==> config.mk <==
export PLATFORM = sky130hd
export DESIGN_NAME = ripple_borrow_counter_sar
export DESIGN_NICKNAME = d
export VERILOG_FILES = /design/src/rtl/ripple_pkg_sar.sv /design/src/rtl/borrow_stage_sar.sv /design/src/rtl/ripple_borrow_counter_sar.sv
export SDC_FILE = /design/constraint.sdc
export NUM_CORES = 1
export LEC_CHECK = 0
export BUFFER_PORTS_ARGS = -buffer_cell sky130_fd_sc_hd__buf_2
export CORE_AREA = 2 2 39 41
export DETAILED_ROUTE_END_ITERATION = 12
export DIE_AREA = 0 0 41 43
export SLEW_MARGIN = 10
export SYNTH_ARGS = -nofsm -noshare
export SYNTH_HDL_FRONTEND = slang
export SYNTH_SLANG_ARGS = --single-unit
==> constraint.sdc <==
create_clock -name clk -period 3.5 [get_ports clk]
set_input_delay 0.7 -clock clk [delete_from_list [all_inputs] [get_ports clk]]
set_output_delay 0.7 -clock clk [all_outputs]
set_load 0.1 [all_outputs]
==> src/rtl/ripple_pkg_sar.sv <==
// rtl/ripple_pkg_sar.sv - shared width default and FSM state encodings
//
// Purpose: common definitions for ripple_borrow_counter_sar and its bit stage.
//   RIPPLE_WIDTH_DEFAULT : default counter width
//   state_e              : IDLE/RUN/DONE, 2-bit encodings 00/01/10
package ripple_pkg_sar;

  localparam int RIPPLE_WIDTH_DEFAULT = 4;

  typedef enum logic [1:0] {
    ST_IDLE = 2'b00,
    ST_RUN  = 2'b01,
    ST_DONE = 2'b10
  } state_e;

endpackage

==> src/rtl/borrow_stage_sar.sv <==
// rtl/borrow_stage_sar.sv - one bit of the ripple-borrow down counter
//
// Purpose: a single registered counter bit. A load overrides counting; when
// borrow_i is high the bit toggles and passes a borrow upward if it was 0.
// Ports:
//   clk        : system clock, rising edge
//   rst        : asynchronous active-high reset, clears the bit
//   load_i     : load load_bit_i on the next edge
//   load_bit_i : value to load
//   borrow_i   : borrow from the bit below (bit 0: decrement enable)
//   borrow_o   : borrow to the bit above
//   bit_o      : registered bit value
module borrow_stage_sar (
  input  logic clk,
  input  logic rst,
  input  logic load_i,
  input  logic load_bit_i,
  input  logic borrow_i,
  output logic borrow_o,
  output logic bit_o
);

  logic bit_q;
  logic bit_d;

  always_comb begin
    bit_d = bit_q;
    if (load_i) begin
      bit_d = load_bit_i;
    end else if (borrow_i) begin
      bit_d = ~bit_q;
    end
  end

  // Subtracting 1 from a 0 bit needs a borrow from the next bit up.
  assign borrow_o = borrow_i & ~bit_q;
  assign bit_o    = bit_q;

  always_ff @(posedge clk or posedge rst) begin
    if (rst) begin
      bit_q <= 1'b0;
    end else begin
      bit_q <= bit_d;
    end
  end

endmodule

==> src/rtl/ripple_borrow_counter_sar.sv <==
// rtl/ripple_borrow_counter_sar.sv - loadable down counter with IDLE/RUN/DONE control
//
// Purpose: loads load_val on an accepted start, counts down to zero through a
// chain of borrow_stage_sar bits, and pulses done for one cycle at zero.
// Optional feature macro: AUTO_RELOAD_EN -- DONE reloads the captured start
// value and re-enters RUN when it is nonzero (loop left only via stop/reset).
// Ports:
//   clk      : system clock, rising edge
//   reset    : asynchronous active-high reset
//   start    : request to load load_val and begin counting (IDLE only)
//   load_val : start value, captured on the accepted start cycle
//   pause    : hold count while in RUN
//   stop     : abort RUN/DONE back to IDLE, count held
//   q        : current count (registered)
//   busy     : high while in RUN
//   done     : high while in DONE (one-cycle pulse)
//   zero     : combinational, q == 0
module ripple_borrow_counter_sar
  import ripple_pkg_sar::*;
#(
  parameter int WIDTH = RIPPLE_WIDTH_DEFAULT
) (
  input  logic             clk,
  input  logic             reset,
  input  logic             start,
  input  logic [WIDTH-1:0] load_val,
  input  logic             pause,
  input  logic             stop,
  output logic [WIDTH-1:0] q,
  output logic             busy,
  output logic             done,
  output logic             zero
);

  state_e           state_q;
  state_e           state_d;
  logic [WIDTH-1:0] reload_q;
  logic [WIDTH-1:0] reload_d;

  logic             load_en;
  logic [WIDTH-1:0] load_data;
  logic             dec_en;
  logic             q_is_one;
  logic [WIDTH:0]   borrow;
  logic             borrow_unused;

  assign zero     = (q == '0);
  assign q_is_one = (q == WIDTH'(1));

  // State and reload register.
  always_ff @(posedge clk or posedge reset) begin
    if (reset) begin
      state_q  <= ST_IDLE;
      reload_q <= '0;
    end else begin
      state_q  <= state_d;
      reload_q <= reload_d;
    end
  end

  // Next state. Stop outranks the terminal count, which outranks pause.
  always_comb begin
    state_d  = state_q;
    reload_d = reload_q;
    case (state_q)
      ST_IDLE: begin
        if (start) begin
          // Captured on every accepted start so a zero start never
          // reloads a stale value.
          reload_d = load_val;
          state_d  = (load_val != '0) ? ST_RUN : ST_DONE;
        end
      end
      ST_RUN: begin
        if (stop) begin
          state_d = ST_IDLE;
        end else if (q_is_one || zero) begin
          state_d = ST_DONE;
        end
      end
      ST_DONE: begin
        if (stop) begin
          state_d = ST_IDLE;
        end else begin
`ifdef AUTO_RELOAD_EN
          state_d = (reload_q != '0) ? ST_RUN : ST_IDLE;
`else
          state_d = ST_IDLE;
`endif
        end
      end
      default: state_d = ST_IDLE;
    endcase
  end

  // Outputs and datapath controls.
  always_comb begin
    busy      = (state_q == ST_RUN);
    done      = (state_q == ST_DONE);
    load_en   = 1'b0;
    load_data = load_val;
    dec_en    = 1'b0;
    case (state_q)
      ST_IDLE: begin
        load_en = start;
      end
      ST_RUN: begin
        // The final 1->0 step happens even under pause; never step below 0.
        if (!stop && !zero && (q_is_one || !pause)) begin
          dec_en = 1'b1;
        end
      end
      ST_DONE: begin
`ifdef AUTO_RELOAD_EN
        if (!stop && (reload_q != '0)) begin
          load_en   = 1'b1;
          load_data = reload_q;
        end
`endif
      end
      default: ;
    endcase
  end

  assign borrow[0] = dec_en;

  genvar i;
  for (i = 0; i < WIDTH; i++) begin : g_stage
    borrow_stage_sar u_stage (
      .clk        (clk),
      .rst        (reset),
      .load_i     (load_en),
      .load_bit_i (load_data[i]),
      .borrow_i   (borrow[i]),
      .borrow_o   (borrow[i+1]),
      .bit_o      (q[i])
    );
  end

  // Decrement is never enabled at zero, so the borrow out of the top bit
  // carries no information.
  assign borrow_unused = borrow[WIDTH];

endmodule

==> Word-level counts from Yosys, hierarchy flattened <==
Index checks and enable logic that the tools add are counted.
{ "totals": {"output_inout_bits": 7, "wordCells": 48, "register_bits": 6, "input_bits": 9} }
{ "op_classes": {"n_bitwise": 7, "n_eq_ne": 5, "reduce_logical": 15, "muxes": 16} }
{ "op_table": {"columns": ["op", "n"], "rows": [
  ["2-to-1 mux 1 bit", 11],
  ["2-to-1 mux 2 bit", 4],
  ["nonzero test 2 bit", 4],
  ["equality test 4 x 1 -> 1 bit, second input constant", 1],
  ["zero test 4 bit", 1],
  ["inverter 1 bit", 4],
  ["one-hot mux 2 bit (2 select lines)", 1],
  ["nonzero test 4 bit", 1],
  ["bitwise AND 1 bit", 3],
  ["zero test 1 bit", 3],
  ["inequality test 3 x 2 -> 1 bit, second input constant", 1],
  ["equality test 2 x 1 -> 1 bit, second input constant", 1],
  ["equality test 2 bit, second input constant", 1],
  ["logical AND 1 bit", 2],
  ["zero test 2 bit", 1],
  ["logical OR 1 bit", 2],
  ["inequality test 2 bit, second input constant", 1],
  ["AND reduction 2 bit", 1]
]} }

==> Longest topological paths before layout <==
Gate-level depths: netlist of run 1.
{ "depth": {"depth_word": 11, "depth_mapped": 4, "mapped_depth_nobuf": 3} }

==> Cells and area by module <==
A second synthesis of run 1 with hierarchy kept.
{ "unflattened": {"hier_cells": 39, "hier_area_um2": 380.4} }
{ "by_module_without_submodules": {"columns": ["mod", "cells_each", "seq_area_each_um2", "area_each_um2", "n_inst"], "rows": [
  ["borrow_stage_sar", 6, 25.0, 55.1, 4],
  ["ripple_borrow_counter_sar", 15, 50.0, 160.2, 1]
]} }

==> Least setup slack after synthesis of run 1 <==
No wires, ideal clock.
{ "synth_timing": {"kind": "register to output", "from": "register g_stage[3].u_stage.bit_q", "to": "output zero", "slack_ns": 0.666, "stages_incl_launch_ff": 4, "required_ns": 2.800, "t_arrival_ns": 2.134, "path_buffers": 1, "cell_sequence": "dfrtp_1 > or3_1 > buf_2 > nor2_1"} }
{ "synth_via": {"elab_chain_cells": 1} }
{ "synth_lines": {"columns": ["element", "line", "rtl"], "rows": [
  ["start, declared", "borrow_stage_sar.sv:23", "logic bit_q;"],
  ["start signal, assigned", "borrow_stage_sar.sv:43", "bit_q <= bit_d;"],
  ["zero test 4 bit", "ripple_borrow_counter_sar.sv:47", "assign zero = (q == '0);"],
  ["end, declared", "ripple_borrow_counter_sar.sv:32", "output logic zero"]
]} }
Every way passes these cells.

==> Final worst setup path of run 1 <==
{ "layout_timing": {"from": "register g_stage[1].u_stage.bit_q", "to": "output zero"} }
{ "layout_via": {"elab_chain_cells": 1} }
{ "layout_lines": {"columns": ["element", "line"], "rows": [
  ["start, declared", "borrow_stage_sar.sv:23"],
  ["start signal, assigned", "borrow_stage_sar.sv:43"],
  ["zero test 4 bit", "ripple_borrow_counter_sar.sv:47"]
]} }
Every way passes these cells.

==> key figures, run 1 <==
Drt
  – Drt first pass iters: 4
  – Initial DRC Count: 8
  – Vias: 365
  – Drt via density: 5.000
  – Final wirelength: 825 um
  – Drt drc: 0
  – Post-route ant nets: 0
  – WL per Instance: 11.30 um

Placed design
  – Worst slack, placed: 1.407 ns
  – Gp weighted congestion: 0.7139
  – Placed insts: 70
  – DP HPWL: around 650 um
  – IO buf count: 15

Clocking
  – Clk sinks: 6
  – CTS root buf: clkbuf_4
  – Cts hold-fix bufs: 0
  – Worst-Skew Late Latency: roughly 0.24 ns
  – CTS buffer count: 3
  – Bufs on Longest Clock Path: 2
  – Post-CTS setup buffers: 0
  – TritonCTS clock tree: built
  – Post-CTS sizing: 0
  – H-Tree Level Count: 1
  – Worst-path clk slew: 0.04 ns

Worst setup path
  – Critical Path Start: g_stage[1].u_stage.bit_o
  – Setup crit end kind: output pin
  – CP required: 2.80 ns
  – Crit path launch type: flop
  – Worst EP arrival: 1.65 ns
  – Critical path class: flop to output pin
  – Terminus of the critical flop-to-flop path: state_q[1]
  – Crit path capture: zero
  – Worst reg2reg path depth: 3
  – Reg-to-reg critical path startpoint: g_stage[1].u_stage.bit_o
  – Critical Path Fanout Max: 6
  – R2R Setup Slk: 2.01 ns

Floorplan
  – # rows: 14
  – Horiz. Die Dim: 41 um
  – Die height: 43 um
  – Initial core utilization: 0.2821
  – Boundary Pins: 16
  – Placeable Area: around 1400 um^2
  – DIE AREA: 1763 um^2

Logic synthesis
  – Synthesis-stage register bit count: 6
  – Top post-synthesis cells by area: dfrtp_1 38%, buf_4 7.7%, nor2_1 4.8%
  – Post-Syn Area: 390.4 um^2
  – Register area share after synthesis: 0.3846
  – Distinct cell type count after synthesis: 25
  – Yosys warnings: 0
  – Fraction of synthesized cell area taken by the top area cell type: 0.3846
  – Mean Syn Cell Area: 8.675 um^2
  – Dominant cell type by area after synthesis: dfrtp_1
  – Post-synthesis instance total: 45
  – Synth Net Count: between 50 and 60

Hold path
  – HP Class: primary input to async pin

STA
  – Period utilisation layout: 0.6710
  – Slew HR: 0.6778
  – Final setup violation count: 0
  – Worst slew pin tran: 0.4867 ns
  – Setup TNS: 0 ns
  – RSZ-0062 raised after global routing: no
  – Fin. Hold Viols: 0
  – Tmin final: 2.348 ns
  – Clk_skew: 0.0009744 ns
  – Final Slew Violations: 0
  – Fin Hold WS: 0.3577 ns
  – Setup ws final: 1.152 ns
  – Fmax: 425.8 MHz

Finish
  – # diodes: 0
  – # fillers: 155
  – Layout Cells excl Fill: 73
  – Multi-input gate area: between 150 and 200 um^2
  – Final layout net count: between 60 and 70
  – Share of cells above drive strength 1: 0.4035
  – Register area: 150.1 um^2
  – Area Growth Syn to Fin: 20.19%

GRT
  – Largest net degree at the start of global routing: 10
  – Grt ovf: 0
  – Initial antenna violation count: 0
  – Vias in the first global route: between 300 and 400
  – GRT Total Usage: 0.1194
  – First-pass GRT wire length: approximately 1.3 mm

Flow run
  – Maxcap violations: 0

Run status
  – Status: finished clean
-- how the worst min path moves through the flow --
stage	start	to	slack (ns)	cells past startpoint
finish	reset	g_stage[1].u_stage.bit_o	0.36	2
global route	reset	state_q[1]	0.39	2
CTS	reset	state_q[1]	0.36	2
detailed placement	state_q[1]	state_q[1]	0.50	1
global placement	state_q[1]	state_q[1]	0.48	1
floorplan	state_q[1]	state_q[1]	0.46	1
-- synth_stat cells --
cell type  n
or2_2      1
nand3_1    2
dfrtp_1    6
buf_4      4
nor3_1     1
nand3b_1   1
or3_1      1
o211ai_1   1
inv_1      3
o31a_2     1
a31oi_1    2
a31o_2     1
buf_2      1
nor2_1     5
nand4b_1   1
clkbuf_1   1
or3b_2     1
or3b_1     2
nand2_1    1
nor2b_1    2
o311ai_0   1
nor4_1     1
nor3b_1    1
a21oi_2    1
o21ai_0    3
-- per-layer routing --
metal,up-vias,global-route usage,wire [um]
met1,163,0.1518,398
met3,4,0.01571,56
li1,181,-,-
met4,0,0.1600,37
met5,-,0,0
met2,17,0.1406,332
-- worst max-delay path, stage by stage (launching register included) --
cell     delay (ns)
dfrtp_1        0.42
or3_1          0.45
nor2_1         0.11
buf_2          0.43
-- area by class of cell --
cell class	count	area share
inverters	3	0.02400
clock buffers	3	0.04800
flip-flops and latches	6	0.3200
multi-input cells	30	0.4053
well taps	16	0.04267
repair buffers	15	0.1600
-- registers in the layout, summed over array words and instances, names as in the netlist --
register / cells
state_q: 2
g_stage.u_stage.bit_o: 4
-- through the flow --
stage	cell area, um^2	util
floorplan	390.4	-
global placement	446.7	0.3228
detailed placement	446.7	0.3228
CTS	469.2	0.3391
global route	469.2	0.3391
finish	469.2	0.3391
-- logic make-up (layout without fill, tap and decap cells) --
kind of cell / Yosys count / after routing / share of synthesized area
AO/OA/AOI/OAI: 10 / 10 / 0.1827
buffers and inverters: 9 / 21 / 0.1282
flip-flops: 6 / 6 / 0.3846
AND/OR/NAND/NOR: 20 / 20 / 0.3045
-- placed cells by master (no fill, tap or decap), drive strengths merged --
master and count:
nor2 5, nand4b 1, or3b 3, nand3b 1, nor3 1, buf 15, dfrtp 6, a31o 1
or2 1, a21oi 1, or3 1, clkbuf 3, nand2 1, nor3b 1, nand3 2, o31a 1
inv 3, a31oi 2, o211ai 1, o311ai 1, nor4 1, nor2b 2, o21ai 3
Power of run 1 is left out: the tool's default activity adds up to more than one toggle a clock period on the data nets, which glitch-free logic cannot reach.
==> inputs of run 2 (changes only) <==
==> constraint.sdc (replaced) <==
create_clock -name clk -period 1.9 [get_ports clk]
set_input_delay 0.38 -clock clk [delete_from_list [all_inputs] [get_ports clk]]
set_output_delay 0.38 -clock clk [all_outputs]
set_load 0.1 [all_outputs]
==> key figures, run 2 (same netlist as run 1, synthesis figures left out) <==
Floorplan
  – Horiz. Die Dim: 41 um (unchanged)
  – DIE AREA: 1763 um^2 (unchanged)
  – Die height: 43 um (unchanged)
  – Placeable Area: 1384 um^2 (unchanged)
  – Initial core utilization: 0.2821 (unchanged)
  – Boundary Pins: 16 (unchanged)
  – # rows: 14 (unchanged)

Placed design
  – DP HPWL: 644 um (was 653.2 um)
  – Gp weighted congestion: 0.6925 (was 0.7139)
  – IO buf count: 15 (unchanged)
  – Placed cell area: 469.2 um^2 (was 446.7 um^2)

Drt
  – Drt first pass iters: 4 (unchanged)
  – Vias: 359 (was 365)
  – WL per Instance: 10.68 um (was 11.30 um)
  – Drt via density: 4.918 (was 5.000)
  – Initial DRC Count: 4 (was 8)
  – Drt drc: 0 (unchanged)
  – Post-route ant nets: 0 (unchanged)
  – Final wirelength: 780 um (was 825 um)

Clocking
  – CTS root buf: clkbuf_4 (unchanged)
  – TritonCTS clock tree: built (unchanged)
  – Post-CTS setup buffers: 0 (unchanged)
  – Bufs on Longest Clock Path: 2 (unchanged)
  – H-Tree Level Count: 1 (unchanged)
  – CTS buffer count: 3 (unchanged)
  – Clk sinks: 6 (unchanged)
  – Worst-Skew Late Latency: 0.24 ns (about the same)
  – Worst-path clk slew: 0.04 ns (about the same)

Finish
  – # diodes: 0 (unchanged)
  – Number of flip-flops in the largest register: 4 (unchanged)
  – Most frequent cells in the layout: 14 x buf_2, 6 x dfrtp_1, 4 x nor2_1 (was 15 x buf_2, 6 x dfrtp_1, 5 x nor2_1)
  – Final Instance Area: 496.7 um^2 (was 469.2 um^2)
  – Multi-input gate area: 202.7 um^2 (was 190.2 um^2)
  – Share of cells above drive strength 1: 0.4737 (was 0.4035)
  – Most common cell after layout, fill and taps aside: buf_2 (unchanged)
  – Final layout net count: 68 (unchanged)
  – Area Growth Syn to Fin: 27.24% (was 20.19%)
  – Register area: 150.1 um^2 (unchanged)
  – # fillers: 147 (was 155)

STA
  – Fmax: 559.6 MHz
  – Slew HR: 0.6800 (was 0.6778)
  – Tmin final: 1.787 ns
  – Final setup violation count: 0 (unchanged)
  – Clk_skew: 0.002255 ns (was 0.0009744 ns)
  – Period utilisation layout: 0.9404
  – Worst slew pin tran: 0.4834 ns (was 0.4867 ns)
  – RSZ-0062 raised after global routing: no (unchanged)
  – Fin. Hold Viols: 0 (unchanged)
  – Final Slew Violations: 0 (unchanged)
  – Setup TNS: 0 ns (unchanged)

Worst setup path
  – Crit path launch type: flop (unchanged)
  – Max incr delay on CP: 0.42 ns (was 0.45 ns)
  – CP bufs+invs: 1 (unchanged)
  – Critical path, cell by cell: or3_4, nor2_2, buf_12 (was or3_1, nor2_1, buf_2)
  – CP required: 1.52 ns (was 2.80 ns)
  – Worst EP arrival: 1.41 ns (was 1.65 ns)
  – Critical path class: flop to output pin (unchanged)
  – Critical Path Fanout Max: 6 (unchanged)
  – CP delay by family, top: simple AND/OR/NAND/NOR gates (unchanged)
  – Setup crit end kind: output pin (unchanged)
  – Slowest stage cell, crit path: dfrtp_1 (was or3_1)

GRT
  – Initial antenna violation count: 0 (unchanged)
  – GRT Total Usage: 0.1223 (was 0.1194)
  – First-pass GRT wire length: 1.393 mm (was 1.311 mm)
  – Vias in the first global route: 341 (was 320)
  – Grt ovf: 0 (unchanged)
  – Largest net degree at the start of global routing: 10 (unchanged)

Flow run
  – Maxcap violations: 0 (unchanged)

Run status
  – Status: finished clean (unchanged)

Hold path
  – HP Class: primary input to async pin (unchanged)
run 2: path summary, 6_finish.rpt:
path                                     startpoint                        to  slack (ns)  cells after the start
setup / recovery           g_stage[1].u_stage.bit_o                      zero        0.11                      3
max in group asynchronous                     reset                state_q[0]        1.66                      2
setup reg to reg                         state_q[1]  g_stage[2].u_stage.bit_o        0.45                      3
min in group clk                        load_val[2]  g_stage[2].u_stage.bit_o        0.42                      3
hold reg to reg                          state_q[1]                state_q[1]        0.51                      1
hold / removal                                reset  g_stage[2].u_stage.bit_o        0.04                      2
run 2: timing repair:
| item | 4_1_cts | 5_1_grt |
|---|---|---|
| endpoints found under the setup margin | 0 | 1 |
| hold buffers | 0 | 0 |
| resized for setup | 0 | 1 |
run 2: metal layers:
layer,GRT usage,wire length [um],vias up
met2,0.1625,394,11
met1,0.1480,346,163
li1,-,-,185
met5,0,0,-
met4,0.1000,0,0
met3,0.04712,40,0
run 2: final cells by class:
type	count	share of cell area
flip-flops and latches	6	0.3023
inverters	3	0.02267
repair buffers	15	0.1814
well taps	16	0.04030
clock buffers	3	0.04534
multi-input cells	30	0.4081
run 2: stage by stage:
| stage | hold slack, ns | setup slack [ns] | instances | util |
|---|---|---|---|---|
| after floorplan | 0.1710 | -0.1445 | 45 | - |
| after global placement | 0.3063 | 0.3289 | 70 | 0.3391 |
| after detailed placement | 0.3097 | 0.3092 | 70 | 0.3391 |
| after CTS | 0.04315 | 0.03914 | 73 | 0.3553 |
| after global routing | 0.05827 | 0.04965 | 73 | 0.3590 |
| final | 0.04444 | 0.1131 | 73 | 0.3590 |
Power of run 2 is left out for the same reason.
